===== src/rtl/data_memory_arbiter.sv =====
// -----------------------------------------------------------------------------
// data_memory_arbiter
//
// Shares a single data memory between two requesters:
//   port A - CPU load/store stage
//   port B - DMA / debug loader
//
// A three-state FSM (IDLE, SERVE_A, SERVE_B) decides which port drives the
// memory. While a port is served, its request passes straight through to the
// memory in the same cycle. A port may hold ownership for at most MAX_BURST
// consecutive beats while the other port is waiting. Read data is captured
// into a per-port register and flagged with a one-cycle valid pulse.
//
// Optional build macro:
//   DMEM_ARB_ROUND_ROBIN_EN - when defined, a one-bit last-owner register
//   (reset to B) breaks IDLE ties in favour of the port that was not served
//   last. When undefined, A always wins an IDLE tie and the register does
//   not exist.
//
// Ports:
//   clk, reset                  clock (rising edge) / async active-low reset
//   aReq, aWrite                A beat request, 1 = write / 0 = read
//   aAddress, aWriteData        A word address and write data
//   aGrant                      A beat accepted this cycle
//   aReadData, aValid           registered A read data, one-cycle valid
//   bReq ... bValid             same set for port B
//   memAddress, memWriteData    to memory address / write data
//   memEnableRead/Write         to memory enables
//   memReadData                 from memory (combinational read)
//   owner                       00 none, 01 A, 10 B
// -----------------------------------------------------------------------------

module data_memory_arbiter #(
    parameter int BITS      = 32,
    parameter int MAX_BURST = 4
) (
    input  logic            clk,
    input  logic            reset,

    input  logic            aReq,
    input  logic            aWrite,
    input  logic [BITS-1:0] aAddress,
    input  logic [BITS-1:0] aWriteData,
    output logic            aGrant,
    output logic [BITS-1:0] aReadData,
    output logic            aValid,

    input  logic            bReq,
    input  logic            bWrite,
    input  logic [BITS-1:0] bAddress,
    input  logic [BITS-1:0] bWriteData,
    output logic            bGrant,
    output logic [BITS-1:0] bReadData,
    output logic            bValid,

    output logic [BITS-1:0] memAddress,
    output logic [BITS-1:0] memWriteData,
    output logic            memEnableRead,
    output logic            memEnableWrite,
    input  logic [BITS-1:0] memReadData,

    output logic [1:0]      owner
);

    // state | meaning
    // IDLE    | nobody owns the memory; arbitrate next edge
    // SERVE_A | port A drives the memory
    // SERVE_B | port B drives the memory
    typedef enum logic [1:0] {
        ST_IDLE    = 2'b00,
        ST_SERVE_A = 2'b01,
        ST_SERVE_B = 2'b10
    } state_e;

    // MAX_BURST is limited to 1..255, so an 8-bit beat counter suffices.
    localparam logic [7:0] MAX_BURST_C = 8'(MAX_BURST);

    state_e          state_q, state_d;
    logic [7:0]      count_q, count_d;
    logic            a_valid_q, a_valid_d;
    logic            b_valid_q, b_valid_d;
    logic [BITS-1:0] a_read_data_q, a_read_data_d;
    logic [BITS-1:0] b_read_data_q, b_read_data_d;

`ifdef DMEM_ARB_ROUND_ROBIN_EN
    // 0 = A was served last, 1 = B was served last.
    logic            last_owner_b_q, last_owner_b_d;
`endif

    logic            serve_a;
    logic            serve_b;
    logic            cur_req;
    logic            oth_req;
    logic            beat;
    logic [7:0]      count_inc;
    logic            burst_done;
    logic            a_read_beat;
    logic            b_read_beat;

    // -------------------------------------------------------------------------
    // Memory-side mux and grants (combinational from the registered state)
    // -------------------------------------------------------------------------
    always_comb begin
        serve_a = (state_q == ST_SERVE_A);
        serve_b = (state_q == ST_SERVE_B);

        aGrant  = serve_a & aReq;
        bGrant  = serve_b & bReq;

        memAddress     = '0;
        memWriteData   = '0;
        memEnableRead  = 1'b0;
        memEnableWrite = 1'b0;
        if (serve_a) begin
            memAddress     = aAddress;
            memWriteData   = aWriteData;
            memEnableRead  = aReq & ~aWrite;
            memEnableWrite = aReq & aWrite;
        end else if (serve_b) begin
            memAddress     = bAddress;
            memWriteData   = bWriteData;
            memEnableRead  = bReq & ~bWrite;
            memEnableWrite = bReq & bWrite;
        end

        a_read_beat = aGrant & ~aWrite;
        b_read_beat = bGrant & ~bWrite;
    end

    // -------------------------------------------------------------------------
    // Next-state and burst accounting
    // -------------------------------------------------------------------------
    always_comb begin
        cur_req    = serve_a ? aReq : bReq;
        oth_req    = serve_a ? bReq : aReq;
        beat       = (serve_a | serve_b) & cur_req;
        count_inc  = count_q + 8'd1;
        // The beat taking place this cycle is the one that reaches the limit.
        burst_done = beat & (count_inc == MAX_BURST_C);

        state_d = state_q;
        count_d = count_q;
`ifdef DMEM_ARB_ROUND_ROBIN_EN
        last_owner_b_d = last_owner_b_q;
`endif

        case (state_q)
            ST_IDLE: begin
                count_d = '0;
`ifdef DMEM_ARB_ROUND_ROBIN_EN
                if (aReq && bReq) begin
                    state_d = last_owner_b_q ? ST_SERVE_A : ST_SERVE_B;
                end else if (aReq) begin
                    state_d = ST_SERVE_A;
                end else if (bReq) begin
                    state_d = ST_SERVE_B;
                end
`else
                if (aReq) begin
                    state_d = ST_SERVE_A;
                end else if (bReq) begin
                    state_d = ST_SERVE_B;
                end
`endif
            end

            ST_SERVE_A, ST_SERVE_B: begin
                if (oth_req && (!cur_req || burst_done)) begin
                    // Hand over directly, no IDLE bubble.
                    state_d = serve_a ? ST_SERVE_B : ST_SERVE_A;
                    count_d = '0;
                end else if (!cur_req) begin
                    state_d = ST_IDLE;
                    count_d = '0;
                end else if (burst_done) begin
                    // Other port idle: keep ownership, start a fresh burst.
                    count_d = '0;
                end else begin
                    count_d = count_inc;
                end
            end

            default: begin
                state_d = ST_IDLE;
                count_d = '0;
            end
        endcase

`ifdef DMEM_ARB_ROUND_ROBIN_EN
        if ((state_d != state_q) && (state_d != ST_IDLE)) begin
            last_owner_b_d = (state_d == ST_SERVE_B);
        end
`endif
    end

    // -------------------------------------------------------------------------
    // Read-data capture: data registers hold until the port's next read beat
    // -------------------------------------------------------------------------
    always_comb begin
        a_valid_d     = a_read_beat;
        b_valid_d     = b_read_beat;
        a_read_data_d = a_read_beat ? memReadData : a_read_data_q;
        b_read_data_d = b_read_beat ? memReadData : b_read_data_q;
    end

    // -------------------------------------------------------------------------
    // State registers
    // -------------------------------------------------------------------------
    always_ff @(posedge clk or negedge reset) begin
        if (!reset) begin
            state_q        <= ST_IDLE;
            count_q        <= '0;
            a_valid_q      <= 1'b0;
            b_valid_q      <= 1'b0;
            a_read_data_q  <= '0;
            b_read_data_q  <= '0;
`ifdef DMEM_ARB_ROUND_ROBIN_EN
            last_owner_b_q <= 1'b1;
`endif
        end else begin
            state_q        <= state_d;
            count_q        <= count_d;
            a_valid_q      <= a_valid_d;
            b_valid_q      <= b_valid_d;
            a_read_data_q  <= a_read_data_d;
            b_read_data_q  <= b_read_data_d;
`ifdef DMEM_ARB_ROUND_ROBIN_EN
            last_owner_b_q <= last_owner_b_d;
`endif
        end
    end

    assign aValid    = a_valid_q;
    assign bValid    = b_valid_q;
    assign aReadData = a_read_data_q;
    assign bReadData = b_read_data_q;
    assign owner     = state_q;

endmodule


===== config.mk =====
export PLATFORM = sky130hd
export DESIGN_NAME = data_memory_arbiter
export DESIGN_NICKNAME = d
export VERILOG_FILES = /design/src/rtl/data_memory_arbiter.sv
export SDC_FILE = /design/constraint.sdc
export NUM_CORES = 1
export LEC_CHECK = 0
export BUFFER_PORTS_ARGS = -buffer_cell sky130_fd_sc_hd__buf_2
export CORE_AREA = 2 2 118 120
export CTS_BUF_LIST = sky130_fd_sc_hd__clkbuf_4 sky130_fd_sc_hd__clkbuf_8
export CTS_CLUSTER_DIAMETER = 30
export DETAILED_ROUTE_END_ITERATION = 6
export DIE_AREA = 0 0 120 122
export HOLD_SLACK_MARGIN = 0.03
export PLACE_DENSITY = 0.69
export SETUP_SLACK_MARGIN = 0.02
export SLEW_MARGIN = 30
export SYNTH_ARGS = -nofsm -noshare
export SYNTH_HDL_FRONTEND = slang
export SYNTH_SLANG_ARGS = --single-unit

===== constraint.sdc =====
create_clock -name clk -period 6.04 [get_ports clk]
set_input_delay 1.208 -clock clk [delete_from_list [all_inputs] [get_ports clk]]
set_output_delay 1.208 -clock clk [all_outputs]
set_load 0.01 [all_outputs]

# Yosys cells after proc, flatten, opt, wreduce, memory -nomap -nowiden
# Cells that the tools add are included.
# word_totals
reg_bits	76
word_cells	51
output_inout_bits	136
# classes
n_eq_ne	5
n_mux	20
add_sub_neg	1
bitwise_logic	13
reduce_logical	6
# op_table
cell	n
$mux W32	4
$mux W8	4
$and A1 B1 Y1	10
$mux W2	5
$add A8 B1 Y8 const B	1
$eq A8 B3 Y1 const B	1
$mux W1	6
$ne A3 B3 Y1 const B	2
$pmux W2 S2	1
$eq A2 B1 Y1 const B	1
$eq A2 B2 Y1 const B	1
$logic_not A2 Y1	1
$not A1 Y1	2
$reduce_and A2 Y1	1
$reduce_or A2 Y1	1
$logic_and A1 B1 Y1	1
$logic_not A1 Y1	1
$logic_or A1 B1 Y1	1
$or A1 B1 Y1	1

# Longest topological paths before layout
# depth
ltp_word	8
depth_mapped	11

# Worst setup path before layout
# No wires, ideal clock.
# synth_path
kind	input port to output port
startpoint	in aReq
endpoint	out memEnableRead
stages	6
setup_slack_ns	2.721
t_arrival_ns	2.111
cell_sequence	nand2_1 inv_1 nand2b_1 clkbuf_1 clkbuf_1 o21ai_0
# synth_between
elab_chain_cells	2
# synth_rtl
item	line_no	source
start, declared	40	input logic aReq,
$and A1 B1 Y1	117	memEnableRead = aReq & ~aWrite;
$mux W1	114	if (serve_a) begin
end, declared	58	output logic memEnableRead,
# No other way between the ends.

# Worst setup path in the final report
# layout_path
startpoint	reg state_q[1], in the netlist owner[1]
endpoint	out memAddress[26]
# layout_between
elab_chain_cells	3
elab_cells_between_ends	4
# layout_rtl
item	line_no	source
start, declared	78	state_e state_q, state_d;
start signal, assigned	221	state_q <= state_d;
$eq A2 B2 Y1	105	serve_b = (state_q == ST_SERVE_B);
$mux W32	119	end else if (serve_b) begin
$mux W32 (*)	114	
end, declared	56	output logic [BITS-1:0] memAddress,
# Every way passes the cells marked *; elsewhere a longest branch is shown, timed or not.

==> summary.txt <==
Post-DP HPWL: 12.48 mm
Pwr Density: 481.2 mW/mm²
Post-synth ARST share: 1.000
Core area: 0.01350 mm²
CTS max path bufs: 2
Root buf cell: clkbuf_8
#FFs+latches synth: 76
Power consumption: 0.002730 W
FP Rows: 43
Outcome: complete, no violations
Starting DRC count in detailed routing: 277
Largest net degree at the start of global routing: 65
Max VDD drop: 0.2247 mV
Top cells by area, synth: dfrtp_1 50%, nand2_1 19%, a22o_1 15%
Final Cycle Share: 0.6324
Post-CTS setup buffer count: 0
Placer Congestion: 0.8817
Post-Route WL: 15.77 mm
Vias per cell: 4.673
Initial core utilization: 0.2806
Leakage dissipation: 3.377 nW
Layout cell share with drive strength beyond 1: 0.4642
Avg Cell Area, Syn: 8.753 µm²
Fmax: 261.8 MHz
Post-Syn Instances: 433
Top cell type's share of synthesized area: 0.5018
Clk slew on worst S/H paths: 0.07 ns
Sequential element share of the synthesized area: 0.5018
DRC errors left: 0
Final nets: 893
Vias in the first global route: 4056
First-pass GRT wire length: 22.87 mm
DRT met1 WL: 5.917 mm
Die width: 120 µm
PortBufs: 301
Global-route usage over all layers: 0.2067
Mapped Area: 0.003790 mm²
Hold Crit Class: reg2reg
Post-CTS resize count: 0
Synth Warn #: 0
Tightest Pin Transition: 0.6886 ns
Setup-failing EPs final: 0
Final core occ: 0.4202
Antenna Violating Nets Remaining: 0
Yosys cell types: 36
Detailed-route wire length per cell: 17.37 µm
Die height: 122 µm
H-Tree Depth: 3
Worst hold margin: 0.4730 ns
Clock skew: 0.01570 ns
Slew HR: 0.5361
Met2 wire len: 7.884 mm
Area leader, netlist: dfrtp_1
RSZ-0062 raised after global routing: no
Final Max Tran Viols: 0
Post-synth EDFFs: 0
Vias: 4243
Synthesized net count: 605
Most instantiated cells after synthesis: 195 x nand2_1, 76 x dfrtp_1, 64 x a22o_1, 16 x clkbuf_1, 12 x buf_1
Worst Path Arrival: 2.61 ns
Crit Path Category: reg2out
Initial DRT Pass Iterations: 6
Initial antenna violation count: 3
Crit. End Element: output pin
DIE AREA: 0.01464 mm²
Main synth FF type: dfrtp_1
Hold buffers post-CTS: 0
Crit-path max FO: 64
Setup Total Neg Slack: 0 ns
Worst-Skew Late Latency: 0.36 ns
CTS buffer count: 9
Cell with the most instances after synthesis: nand2_1
Crit start category: flip-flop
Max Cap Viol: 0
CTS sink count: 76
Highest routed layer: met5
Hold Vio Cnt, Final: 0
Final worst path period need: 3.820 ns
Global route total overflow: 0
WP data required: 4.83 ns
WL met3: 1.603 mm
CTS tree: yes
Area delta synth->final: 49.72%
Ports: 302
## layout by cell type, fill, tap and decap left out, types with 4 or more instances in the layout
| cell type | netlist | layout |
|---|---|---|
| nor2_1 | 8 | 8 |
| buf_2 | 1 | 300 |
| ha_1 | 6 | 5 |
| inv_1 | 9 | 7 |
| clkbuf_8 | 0 | 12 |
| nand2_1 | 195 | 195 |
| nor3_1 | 5 | 5 |
| dfrtp_1 | 76 | 76 |
| a22o_1 | 64 | 64 |
| buf_4 | 0 | 5 |
| xor2_1 | 4 | 4 |
| nand3_1 | 4 | 4 |
## area by class of cell
cell class	instances	area [µm²]
multi-input combinational	319	1754
tap	180	225.2
timing repair buffer	306	1559
fill	1413	7830
sequential	76	1902
antenna	2	5.005
inverter	9	33.78
clock inverter	4	30.03
clock buffer	12	165.2
## sequential cells by signal, indices dropped and copies added (netlist names)
register,count
owner,2
bValid,1
aValid,1
count_q,8
aReadData,32
bReadData,32
## critical path, stage by stage, from the launching register on
cell	delay, ns
dfrtp_1	0.43
inv_1	0.09
ha_2	0.34
buf_4	0.55
nor2b_4	0.06
buf_4	0.32
a22o_1	0.28
buf_2	0.14
## final timing paths
path                            cells after the start  slack [ns]                      from                   endpoint
worst max-delay path                                7        2.22      owner[1]$_DFFE_PN0P_             memAddress[26]
min in group asynchronous                           1        0.85                     reset  bReadData[16]$_DFFE_PN0P_
worst min register to register                      2        0.47  aReadData[2]$_DFFE_PN0P_   aReadData[2]$_DFFE_PN0P_
max in group asynchronous                           2        4.60                     reset   aReadData[3]$_DFFE_PN0P_
worst max register to register                      8        3.81      owner[1]$_DFFE_PN0P_       owner[0]$_DFFE_PN0P_
worst min-delay path                                2        0.47  aReadData[2]$_DFFE_PN0P_   aReadData[2]$_DFFE_PN0P_
## logic make-up (layout without fill, tap and decap cells)
| family | count (synthesis) | count (layout) | share of synthesized area |
|---|---|---|---|
| AOI/OAI and AO/OA | 81 | 81 | 0.1836 |
| and+or+nand+nor | 227 | 227 | 0.2453 |
| xor gates and xnor gates | 5 | 5 | 0.01155 |
| other | 0 | 2 | 0 |
| adders and majority gates | 6 | 6 | 0.01981 |
| DFF | 76 | 76 | 0.5018 |
| buffers and inverters | 38 | 331 | 0.03796 |
## metal layers
metal  GRT usage  up-vias
met3     0.06742       26
met4     0.07353        2
met2      0.3537      193
met1      0.2433     1990
met5           0        -
li1            -     2032
## through the flow
stage / cell area, µm² / setup WS [ns] / cells
2_1_floorplan: 3790 / 2.721 / 433
3_3_place_gp: 5454 / 2.461 / 889
3_5_place_dp: 5474 / 2.454 / 890
4_1_cts: 5669 / 2.232 / 906
5_1_grt: 5674 / 2.061 / 908
6_report: 5674 / 2.220 / 908
## where the power goes
part	internal, W	switching, W
registers	0.000741	0.000127
logic	0.000630	0.000856
clock network	0.000185	0.000192
total	0.00156	0.00117
No activity file was read; power rests on OpenSTA's default activity.
